[src/rtl/count_display_scan.sv]
// rtl/count_display_scan.sv - samples a 4-bit count, scans tens/units onto a 2-digit active-low 7-seg display, flags wraps.
// Optional LEADING_ZERO_BLANK_EN: a tens digit of zero leaves the TENS slot dark.
module count_display_scan #(
  parameter int REFRESH_W = 4,
  parameter int BLANK_CYC = 1
) (
  input  logic       CLK,
  input  logic       Clear,
  input  logic [3:0] Count,
  output logic [6:0] Seg,
  output logic [1:0] An,
  output logic       WrapUp,
  output logic       WrapDown
);

  localparam int CNT_W = REFRESH_W + $clog2(BLANK_CYC + 1) + 1;
  localparam logic [CNT_W-1:0] SLOT_LAST  = CNT_W'((2 ** REFRESH_W) - 1);
  localparam logic [CNT_W-1:0] BLANK_LAST = CNT_W'(BLANK_CYC - 1);

  localparam logic [1:0] BLANK_U = 2'd0;
  localparam logic [1:0] UNITS   = 2'd1;
  localparam logic [1:0] BLANK_T = 2'd2;
  localparam logic [1:0] TENS    = 2'd3;

  localparam logic [6:0] SEG_OFF = 7'h7F;
  localparam logic [1:0] AN_OFF  = 2'b11;

  logic [3:0]       count_q;
  logic [3:0]       prev_q;
  logic             sampled;
  logic             primed;
  logic [1:0]       state;
  logic [CNT_W-1:0] cnt;
  logic             slot_last;
  logic             tens;
  logic [3:0]       units;

  function automatic logic [6:0] seg_code(input logic [3:0] d);
    logic [6:0] s;
    case (d)
      4'd0:    s = 7'b1000000;
      4'd1:    s = 7'b1111001;
      4'd2:    s = 7'b0100100;
      4'd3:    s = 7'b0110000;
      4'd4:    s = 7'b0011001;
      4'd5:    s = 7'b0010010;
      4'd6:    s = 7'b0000010;
      4'd7:    s = 7'b1111000;
      4'd8:    s = 7'b0000000;
      4'd9:    s = 7'b0010000;
      default: s = SEG_OFF;
    endcase
    return s;
  endfunction

  always_comb begin
    tens  = (count_q >= 4'd10);
    units = tens ? (count_q - 4'd10) : count_q;
  end

  // primed needs two samples so prev_q holds a real post-reset value
  always_ff @(posedge CLK or negedge Clear) begin
    if (!Clear) begin
      count_q  <= 4'd0;
      prev_q   <= 4'd0;
      sampled  <= 1'b0;
      primed   <= 1'b0;
      WrapUp   <= 1'b0;
      WrapDown <= 1'b0;
    end else begin
      count_q  <= Count;
      prev_q   <= count_q;
      sampled  <= 1'b1;
      primed   <= sampled;
      WrapUp   <= primed && (prev_q == 4'd15) && (count_q == 4'd0);
      WrapDown <= primed && (prev_q == 4'd0) && (count_q == 4'd15);
    end
  end

  always_comb begin
    slot_last = 1'b0;
    if ((state == UNITS) || (state == TENS))
      slot_last = (cnt == SLOT_LAST);
    else
      slot_last = (cnt == BLANK_LAST);
  end

  // state encoding is ordered so the scan advances by simple increment
  always_ff @(posedge CLK or negedge Clear) begin
    if (!Clear) begin
      state <= BLANK_U;
      cnt   <= '0;
    end else if (slot_last) begin
      state <= state + 2'd1;
      cnt   <= '0;
    end else begin
      cnt   <= cnt + CNT_W'(1);
    end
  end

  // digit captured on the first cycle of a slot, then held until the slot ends
  always_ff @(posedge CLK or negedge Clear) begin
    if (!Clear) begin
      Seg <= SEG_OFF;
      An  <= AN_OFF;
    end else begin
      case (state)
        UNITS: begin
          if (cnt == '0) begin
            Seg <= seg_code(units);
            An  <= 2'b10;
          end
        end
        TENS: begin
          if (cnt == '0) begin
`ifdef LEADING_ZERO_BLANK_EN
            if (!tens) begin
              Seg <= SEG_OFF;
              An  <= AN_OFF;
            end else begin
              Seg <= seg_code({3'b000, tens});
              An  <= 2'b01;
            end
`else
            Seg <= seg_code({3'b000, tens});
            An  <= 2'b01;
`endif
          end
        end
        default: begin
          Seg <= SEG_OFF;
          An  <= AN_OFF;
        end
      endcase
    end
  end

endmodule
[config.mk]
export PLATFORM = sky130hd
export DESIGN_NAME = count_display_scan
export DESIGN_NICKNAME = d
export VERILOG_FILES = /design/src/rtl/count_display_scan.sv
export SDC_FILE = /design/constraint.sdc
export NUM_CORES = 1
export LEC_CHECK = 0
export BUFFER_PORTS_ARGS = -buffer_cell sky130_fd_sc_hd__buf_2
export CELL_PAD_IN_SITES_DETAIL_PLACEMENT = 2
export CELL_PAD_IN_SITES_GLOBAL_PLACEMENT = 2
export CORE_ASPECT_RATIO = 0.6
export CORE_MARGIN = 2
export CORE_UTILIZATION = 39
export CTS_CLUSTER_DIAMETER = 120
export DETAILED_ROUTE_END_ITERATION = 10
export GPL_TIMING_DRIVEN = 1
export PLACE_DENSITY = 0.93
export SLEW_MARGIN = 20
export SYNTH_ARGS = -nofsm -noshare
export SYNTH_HDL_FRONTEND = slang
export SYNTH_SLANG_ARGS = --single-unit
[constraint.sdc]
create_clock -name CLK -period 3.25 [get_ports CLK]
set_input_delay 0.1625 -clock CLK [delete_from_list [all_inputs] [get_ports CLK]]
set_output_delay 0.1625 -clock CLK [all_outputs]
set_load 0.02 [all_outputs]
==> results.txt, run 1 <==
----------------------------------------------------
[STA]
  Normalized max-slew margin ... 0.567
  Setup-failing EPs final ... 0
  Actual slew at the worst max-slew pin ... between 0.6 and 0.7 ns
  Highest clock rate ... 0.428 GHz
  Final period demand of the worst path ... 2.34 ns
  Final cycle utilization of the critical path ... 0.719
  Final max-slew violation count ... 0
  Worst setup slack after layout ... between 0.9 and 1 ns
  Clk_skew ... 0.00370 ns
  Total negative setup slack ... 0 ns
  Final Hold Violating Endpoints ... 0
  Setup repair after global routing missed its margin ... false

[Layout]
  Post-route insts no fill ... about 220
  Nets ... roughly 190
  Fraction of final layout cells with drive strength greater than 1 ... 0.246
  Layout fillers ... 397
  Final antenna diode count ... 0
  Area Overhead vs Synth ... 15.9%

[Worst setup path]
  Required arrival time at the worst endpoint ... 3.44 ns
  Startpoint type of the worst setup path ... flip-flop
  Critical path data arrival time ... around 2.5 ns
  Worst-path fanout max ... 18
  CP Capture Type ... flip-flop
  R2R depth ... 7
  Worst Path Class, Setup ... flip-flop to flip-flop

[Pwr]
  Gate power share ... 0.122
  Static leakage ... 0.758 nW
  Internal Power ... 0.000567 W
  Clock network fraction of total power ... 0.371
  Sequential share of power ... 0.507
  Peak ir drop on the vdd network ... 0.000259 V
  Switching portion of total power ... 0.285
  Pwr/cell area ... around 450 mW/mm²
  Switching Power ... between 0.0002 and 0.00025 W

[GRT]
  Wire length of the first global-routing pass ... 7230 µm
  Remaining global-route overflow ... 0
  Antenna violations before repair ... 0
  Pin count of the biggest net entering global routing ... 30
  Vias in the first global route ... 1,332
  Global-route total usage across every layer ... 0.224

[Clocking]
  Total of cells resized after clock tree synthesis ... 0
  Post-CTS Setup Repair Bufs ... 0
  CTS tree ... built
  Longest Clk Path Bufs ... 2
  Root buffer cell ... clkbuf_8
  # H-tree levels ... 2
  Clock network latency to the later pin of the worst-skew pair ... 0.28 ns
  Clock-pin slew on the worst setup and hold paths ... approximately 0.07 ns
  Clock buffer count from CTS ... 5
  Clock sinks ... 29
  CTS hold repair buffers ... 5

[Logic synthesis]
  Post-Synthesis Mean Instance Area ... ~10 µm²
  Most frequently used flop master after synthesis ... dfrtp_1
  Cell area after synthesis ... roughly 0.0015 mm²
  Area share of the largest cell type after synthesis ... 0.332
  Synth Register Bits ... 29
  Cell count after synthesis ... 149
  Area contributors post-synth ... dfrtp_1 33%, dfstp_2 16%, ha_1 7.5%, nor2_1 3.5%, nand2_1 3.2%
  Number of enable-type register cells in the synthesized netlist ... 0
  Warning count from the yosys run ... 0
  Share of the yosys chip area belonging to registers ... 0.488
  Yosys cell types ... between 40 and 50
  Leading area contributor after synthesis ... dfrtp_1
  Most repeated cell in the gate-level netlist after synthesis ... dfrtp_1
  Number of nets in the synthesized netlist ... 164
  Async set-reset flop share out of synthesis ... 1.00
  Leading post-synthesis cells by instance count ... 20 x dfrtp_1, 14 x nor2_1, 13 x nand2_1

[Routing]
  WL/cell ... 19.9 µm
  Initial DRC Count ... 129
  Detail Route Antenna Nets ... 0
  Total number of vias ... 1,236
  First-pass iteration count of the detailed router ... 4
  DR vias/cell ... between 5 and 6
  Wire length reported by the detailed router ... 4350 µm
  Number of DRC violations after detailed routing ... 0

[Floorplan]
  Number of cell rows ... 17
  Overall die height ... 52.2 µm
  Initial cell density of the core ... 0.410
  Area of the die ... 0.00440 mm²
  Die width ... 84.3 µm
  CORE AREA ... 0.00368 mm²
  Boundary pin count ... 17

[Status]
  Result of the run ... complete, no violations

[Placement]
  Total instance count after detailed placement ... 205
  Worst slack at placement ... 1.04 ns
  DPL Wire Length ... 3120 µm
  Final Wtd Congestion ... 0.901
  Count of input and output buffers ... 16

[Worst hold path]
  Type of the worst min-delay path ... flip-flop to flip-flop
  Cell count of the worst hold path ... 0

[Job]
  MaxCap Viol Count ... 0

----------------------------------------------------
==> layout by cell type, fill, tap and decap left out, types with 2 or more instances in the layout <==
cell / netlist / routed
a21oi_1: 9 / 9
buf_2: 1 / 16
nor4_1: 2 / 2
xnor2_1: 2 / 2
o21a_1: 2 / 2
ha_1: 9 / 9
nor3_1: 5 / 5
o211ai_1: 3 / 3
nor2_1: 14 / 14
nand2b_1: 2 / 2
a311oi_1: 2 / 2
inv_1: 9 / 9
dlygate4sd3_1: 0 / 5
o21ai_0: 5 / 5
xor2_1: 3 / 3
nand3_1: 5 / 5
clkinv_2: 0 / 2
dfrtp_1: 20 / 20
dfstp_2: 9 / 9
o32ai_1: 4 / 4
nand2_1: 13 / 13
o311ai_0: 2 / 2
clkbuf_8: 0 / 5
==> cell type report <==
type	count	area, µm²	area share
clock inverter	3	17.5	0.0100
inverter	9	33.8	0.0193
multi-input combinational	104	703	0.402
timing repair buffer	21	130	0.0744
sequential	29	737	0.421
tap	47	58.8	0.0336
clock buffer	5	68.8	0.0393
==> worst max-delay path: stages (launching register included) <==
cell      delay (ns)
dfrtp_1         0.60
nand3b_1        0.23
o21ai_0         0.16
ha_1            0.31
o21a_1          0.22
mux2_2          0.27
a311oi_1        0.32
o211ai_1        0.14
==> stage by stage <==
stage,util,power (W),hold slack (ns),instance area [µm²]
2_1_floorplan,-,0.000459,-0.133,1510
3_3_place_gp,0.438,0.000490,0.212,1610
3_5_place_dp,0.438,0.000497,0.237,1610
4_1_cts,0.475,0.000799,0.354,1750
5_1_grt,0.475,0.000829,0.365,1750
6_report,0.475,0.000793,0.352,1750
==> final timing paths <==
| kind | start | end | slack, ns |
|---|---|---|---|
| setup / recovery | count_q[3]$_DFF_PN0_ | Seg[6]$_DFFE_PN1P_ | 0.91 |
| hold / removal | sampled$_DFF_PN0_ | primed$_DFF_PN0_ | 0.35 |
| setup reg to reg | count_q[3]$_DFF_PN0_ | Seg[6]$_DFFE_PN1P_ | 0.91 |
| hold reg to reg | sampled$_DFF_PN0_ | primed$_DFF_PN0_ | 0.35 |
| max in group asynchronous | Clear | cnt[4]$_DFF_PN0_ | 2.38 |
| min in group asynchronous | Clear | count_q[0]$_DFF_PN0_ | 0.45 |
==> logic make-up after synthesis <==
| kind of cell | count (synthesis) | share of synthesized area |
|---|---|---|
| XOR/XNOR | 6 | 0.0398 |
| flip-flops | 29 | 0.488 |
| adder cells (fa/ha/maj) | 9 | 0.0746 |
| multiplexers | 2 | 0.0141 |
| other | 1 | 0.00249 |
| AND/OR/NAND/NOR | 53 | 0.175 |
| AO/OA/AOI/OAI | 33 | 0.160 |
| buffers and inverters | 16 | 0.0456 |
==> layer usage <==
metal / wire length, µm / share of wire / vias to the layer above / GRT usage
li1: - / - / 563 / -
met1: 1920 / 0.44 / 634 / 0.293
met2: 2150 / 0.49 / 37 / 0.374
met3: 256 / 0.059 / 2 / 0.0535
met4: 18 / 0.0041 / 0 / 0.0672
met5: 0 / 0 / - / 0
==> flip-flops by register name, summed over array words and instances, names as in the netlist, 2 cells and up <==
signal	cells
An	2
Seg	7
cnt	6
count_q	4
prev_q	4
state	2
==> power by group through the flow <==
stage	combinational [W]	clock (W)	sequential (W)
after CTS	0.0000961	0.000301	0.000402
after global routing	0.000105	0.000319	0.000405
after global placement	0.0000845	0	0.000405
final	0.0000969	0.000294	0.000402
after detailed placement	0.0000890	0	0.000408
after floorplan	0.0000480	0	0.000411
(Power assumes the default switching activity.)
==> run 2, diff against run 1 <==
--- a/config.mk
+++ b/config.mk
@@ -5,16 +5,17 @@
 export SDC_FILE = /design/constraint.sdc
 export NUM_CORES = 1
 export LEC_CHECK = 0
+export ABC_AREA = 1
 export BUFFER_PORTS_ARGS = -buffer_cell sky130_fd_sc_hd__buf_2
 export CELL_PAD_IN_SITES_DETAIL_PLACEMENT = 2
 export CELL_PAD_IN_SITES_GLOBAL_PLACEMENT = 2
 export CORE_ASPECT_RATIO = 0.6
 export CORE_MARGIN = 2
-export CORE_UTILIZATION = 39
+export CORE_UTILIZATION = 34
 export CTS_CLUSTER_DIAMETER = 120
 export DETAILED_ROUTE_END_ITERATION = 10
 export GPL_TIMING_DRIVEN = 1
-export PLACE_DENSITY = 0.93
+export PLACE_DENSITY = 0.87
 export SLEW_MARGIN = 20
 export SYNTH_ARGS = -nofsm -noshare
 export SYNTH_HDL_FRONTEND = slang
==> constraint.sdc (replaced) <==
create_clock -name CLK -period 2.24 [get_ports CLK]
set_input_delay 0.112 -clock CLK [delete_from_list [all_inputs] [get_ports CLK]]
set_output_delay 0.112 -clock CLK [all_outputs]
set_load 0.02 [all_outputs]
==> run 2 against run 1 <==
Effect of this change: worst hold slack is essentially flat; maximum frequency increased by 30%; utilization shrank 2.9 points; die area rose by 4.6%; worst setup slack got worse by 0.48 ns; global-route usage shrank 3.1 points; critical endpoint is now An[0]$_DFFE_PN1P_; largest cell class unchanged.
==> results.txt, run 2 <==
----------------------------------------------------
[Worst setup path]
  Most common cell type on the critical path ... inv_1
  Critical Path Max Stage Delay ... 0.40 ns
  CP Capture Type ... flip-flop
  Startpoint type of the worst setup path ... flip-flop
  Critical path data arrival time ... 2.00 ns
  Cell breakdown of the critical path ... inv_1 > ha_1 > nor2_1 > inv_1 > nand2_1 > inv_1 > o21ai_0
  Required arrival time at the worst endpoint ... approximately 2.4 ns
  Worst-path fanout max ... 6
  Crit path max-delay cell type ... dfrtp_1
  Worst Path Class, Setup ... flip-flop to flip-flop

[Logic synthesis]
  Cell count after synthesis ... 153
  Most repeated cell in the gate-level netlist after synthesis ... nand2_1
  Synth Register Bits ... 29
  Area contributors post-synth ... dfrtp_1 36%, dfstp_2 17%, nand2_1 8.4%, ha_1 8.2%, nor2_1 6.0%
  Most frequently used flop master after synthesis ... dfrtp_1
  Yosys cell types ... 22
  Leading area contributor after synthesis ... dfrtp_1
  Number of nets in the synthesized netlist ... roughly 170
  Cell area after synthesis ... 0.00138 mm²
  Share of the yosys chip area belonging to registers ... 0.534
  Warning count from the yosys run ... 0
  Leading post-synthesis cells by instance count ... 31 x nand2_1, 22 x nor2_1, 20 x dfrtp_1
  Post-Synthesis Mean Instance Area ... 9.02 µm²
  Number of enable-type register cells in the synthesized netlist ... 0
  Area share of the largest cell type after synthesis ... 0.363
  Async set-reset flop share out of synthesis ... 1.00

[Clocking]
  Clock-pin slew on the worst setup and hold paths ... 0.07 ns
  Clock buffer count from CTS ... 5
  CTS tree ... built
  Root buffer cell ... clkbuf_8
  Post-CTS Setup Repair Bufs ... 0
  Clock sinks ... 29
  # H-tree levels ... 2
  Longest Clk Path Bufs ... 2
  Clock network latency to the later pin of the worst-skew pair ... 0.29 ns

[Floorplan]
  Overall die height ... 53.4 µm
  CORE AREA ... 0.00379 mm²
  Number of cell rows ... 17
  Boundary pin count ... 17
  Die width ... between 80 and 90 µm
  Initial cell density of the core ... 0.365
  Area of the die ... 0.00460 mm²

[Layout]
  Most frequent cells in the layout ... 31 x nand2_1, 22 x nor2_1, 20 x dfrtp_1, 17 x inv_1, 16 x buf_2
  Layout fillers ... 424
  Post-route insts no fill ... roughly 230
  Area occupied by registers ... around 740 µm²
  Max reg flops ... 7
  Nets ... 196
  Area Overhead vs Synth ... 22.4%
  Leading cell type in the layout, fill and taps excluded ... nand2_1
  Fraction of final layout cells with drive strength greater than 1 ... 0.209
  Registers with the most flip-flops ... Seg (7), cnt (6)
  Final antenna diode count ... 0
  Reg with most FFs ... Seg
  Area occupied by multi-input gates ... 572 µm²

[Routing]
  Detail Route Antenna Nets ... 0
  Number of DRC violations after detailed routing ... 0
  Total number of vias ... 1,119
  Max Used Layer ... met4
  WL/cell ... 15.8 µm
  Met2 routed wirelength ... 1740 µm
  DR vias/cell ... 4.89
  Wire length reported by the detailed router ... 3620 µm
  Routed wl met3 ... between 100 and 150 µm
  Met1 Routed Length ... about 1700 µm
  First-pass iteration count of the detailed router ... 3
  Initial DRC Count ... 22

[Pwr]
  Peak ir drop on the vdd network ... 0.000382 V
  Post-layout power ... 0.00130 W
  Static leakage ... 0.852 nW
  Pwr/cell area ... 772 mW/mm²

[STA]
  Final Hold Violating Endpoints ... 0
  Total negative setup slack ... 0 ns
  Final cycle utilization of the critical path ... 0.805
  Actual slew at the worst max-slew pin ... 0.644 ns
  Final max-slew violation count ... 0
  Final period demand of the worst path ... 1.80 ns
  Setup-failing EPs final ... 0
  Normalized max-slew margin ... 0.571
  Highest clock rate ... 0.555 GHz
  Clk_skew ... 0.00843 ns
  Setup repair after global routing missed its margin ... false
  Final Hold Slack ... about 0.35 ns

[Placement]
  Count of input and output buffers ... 16
  DPL Wire Length ... 2710 µm
  Final Wtd Congestion ... 0.826
  Total instance count after detailed placement ... ~220

[Job]
  MaxCap Viol Count ... 0

[Worst hold path]
  Type of the worst min-delay path ... flip-flop to flip-flop

[GRT]
  Pin count of the biggest net entering global routing ... 30
  Remaining global-route overflow ... 0
  Antenna violations before repair ... 0
  Global-route total usage across every layer ... 0.192
  Vias in the first global route ... 1,264
  Wire length of the first global-routing pass ... 6270 µm

[Status]
  Result of the run ... complete, no violations

----------------------------------------------------
## run 2: changes by cell type after synthesis, moves of 3 or more
cell	previous run	this run
nand3_1	5	12
clkbuf_1	5	0
nor3_1	5	2
inv_1	9	17
o32ai_1	4	0
nand2_1	13	31
nor2_1	14	22
## run 2: cells by family (layout without fill, tap and decap cells)
group                      Yosys count  after routing  synth area share
buffers and inverters               19             48            0.0517
xor gates and xnor gates             3              3            0.0190
and+or+nand+nor                     76             76             0.240
DFF                                 29             29             0.534
other                                1              1           0.00272
adders and majority gates            9              9            0.0816
AOI/OAI and AO/OA                   16             16            0.0707
## run 2: worst max-delay path, delay by kind of cell, from the launching register on
family / cells / cell delay, ns
and+or+nand+nor: 2 / 0.51
DFF: 1 / 0.40
buffers and inverters: 3 / 0.36
adders and majority gates: 1 / 0.23
AOI/OAI and AO/OA: 1 / 0.21
## run 2: repair_timing
item,in CTS,in global routing
endpoints found under the hold margin,24,0
hold buffers,5,0
resized for setup,0,0
## run 2: metrics by stage
stage	utilization	instance area, µm²	worst slack [ns]
after global placement	0.401	1520	0.582
after CTS	0.446	1690	0.386
after global routing	0.446	1690	0.189
after detailed placement	0.401	1520	0.470
final	0.446	1690	0.437
after floorplan	-	1380	0.705
## run 2: layout make-up
| cell class | instances | share of cell area |
|---|---|---|
| clock inverters | 2 | 0.0222 |
| multi-input cells | 105 | 0.339 |
| well taps | 47 | 0.0348 |
| inverters | 19 | 0.0422 |
| repair buffers | 21 | 0.0770 |
| clock buffers | 6 | 0.0489 |
| flip-flops and latches | 29 | 0.436 |
## run 2: power breakdown
group | switching [W] | internal (W) | leakage, nW
clock network | 0.000214 | 0.000361 | 0.0574
logic | 0.0000961 | 0.0000502 | 0.464
registers | 0.0000206 | 0.000562 | 0.330
## run 2: path summary, 6_finish.rpt
check	startpoint	to	slack [ns]	cells after the start
worst max-delay path	state[1]$_DFFE_PN0P_	An[0]$_DFFE_PN1P_	0.44	7
worst min-delay path	sampled$_DFF_PN0_	primed$_DFF_PN0_	0.35	0
worst max register to register	state[1]$_DFFE_PN0P_	An[0]$_DFFE_PN1P_	0.44	7
worst min register to register	sampled$_DFF_PN0_	primed$_DFF_PN0_	0.35	0
max in group asynchronous	Clear	count_q[0]$_DFF_PN0_	1.44	2
min in group asynchronous	Clear	cnt[5]$_DFF_PN0_	0.38	2
## run 2: metal layers
metal | vias up | track usage
met2 | 18 | 0.335
li1 | 546 | -
met4 | 0 | 0.0729
met5 | - | 0
met1 | 550 | 0.226
met3 | 5 | 0.0593
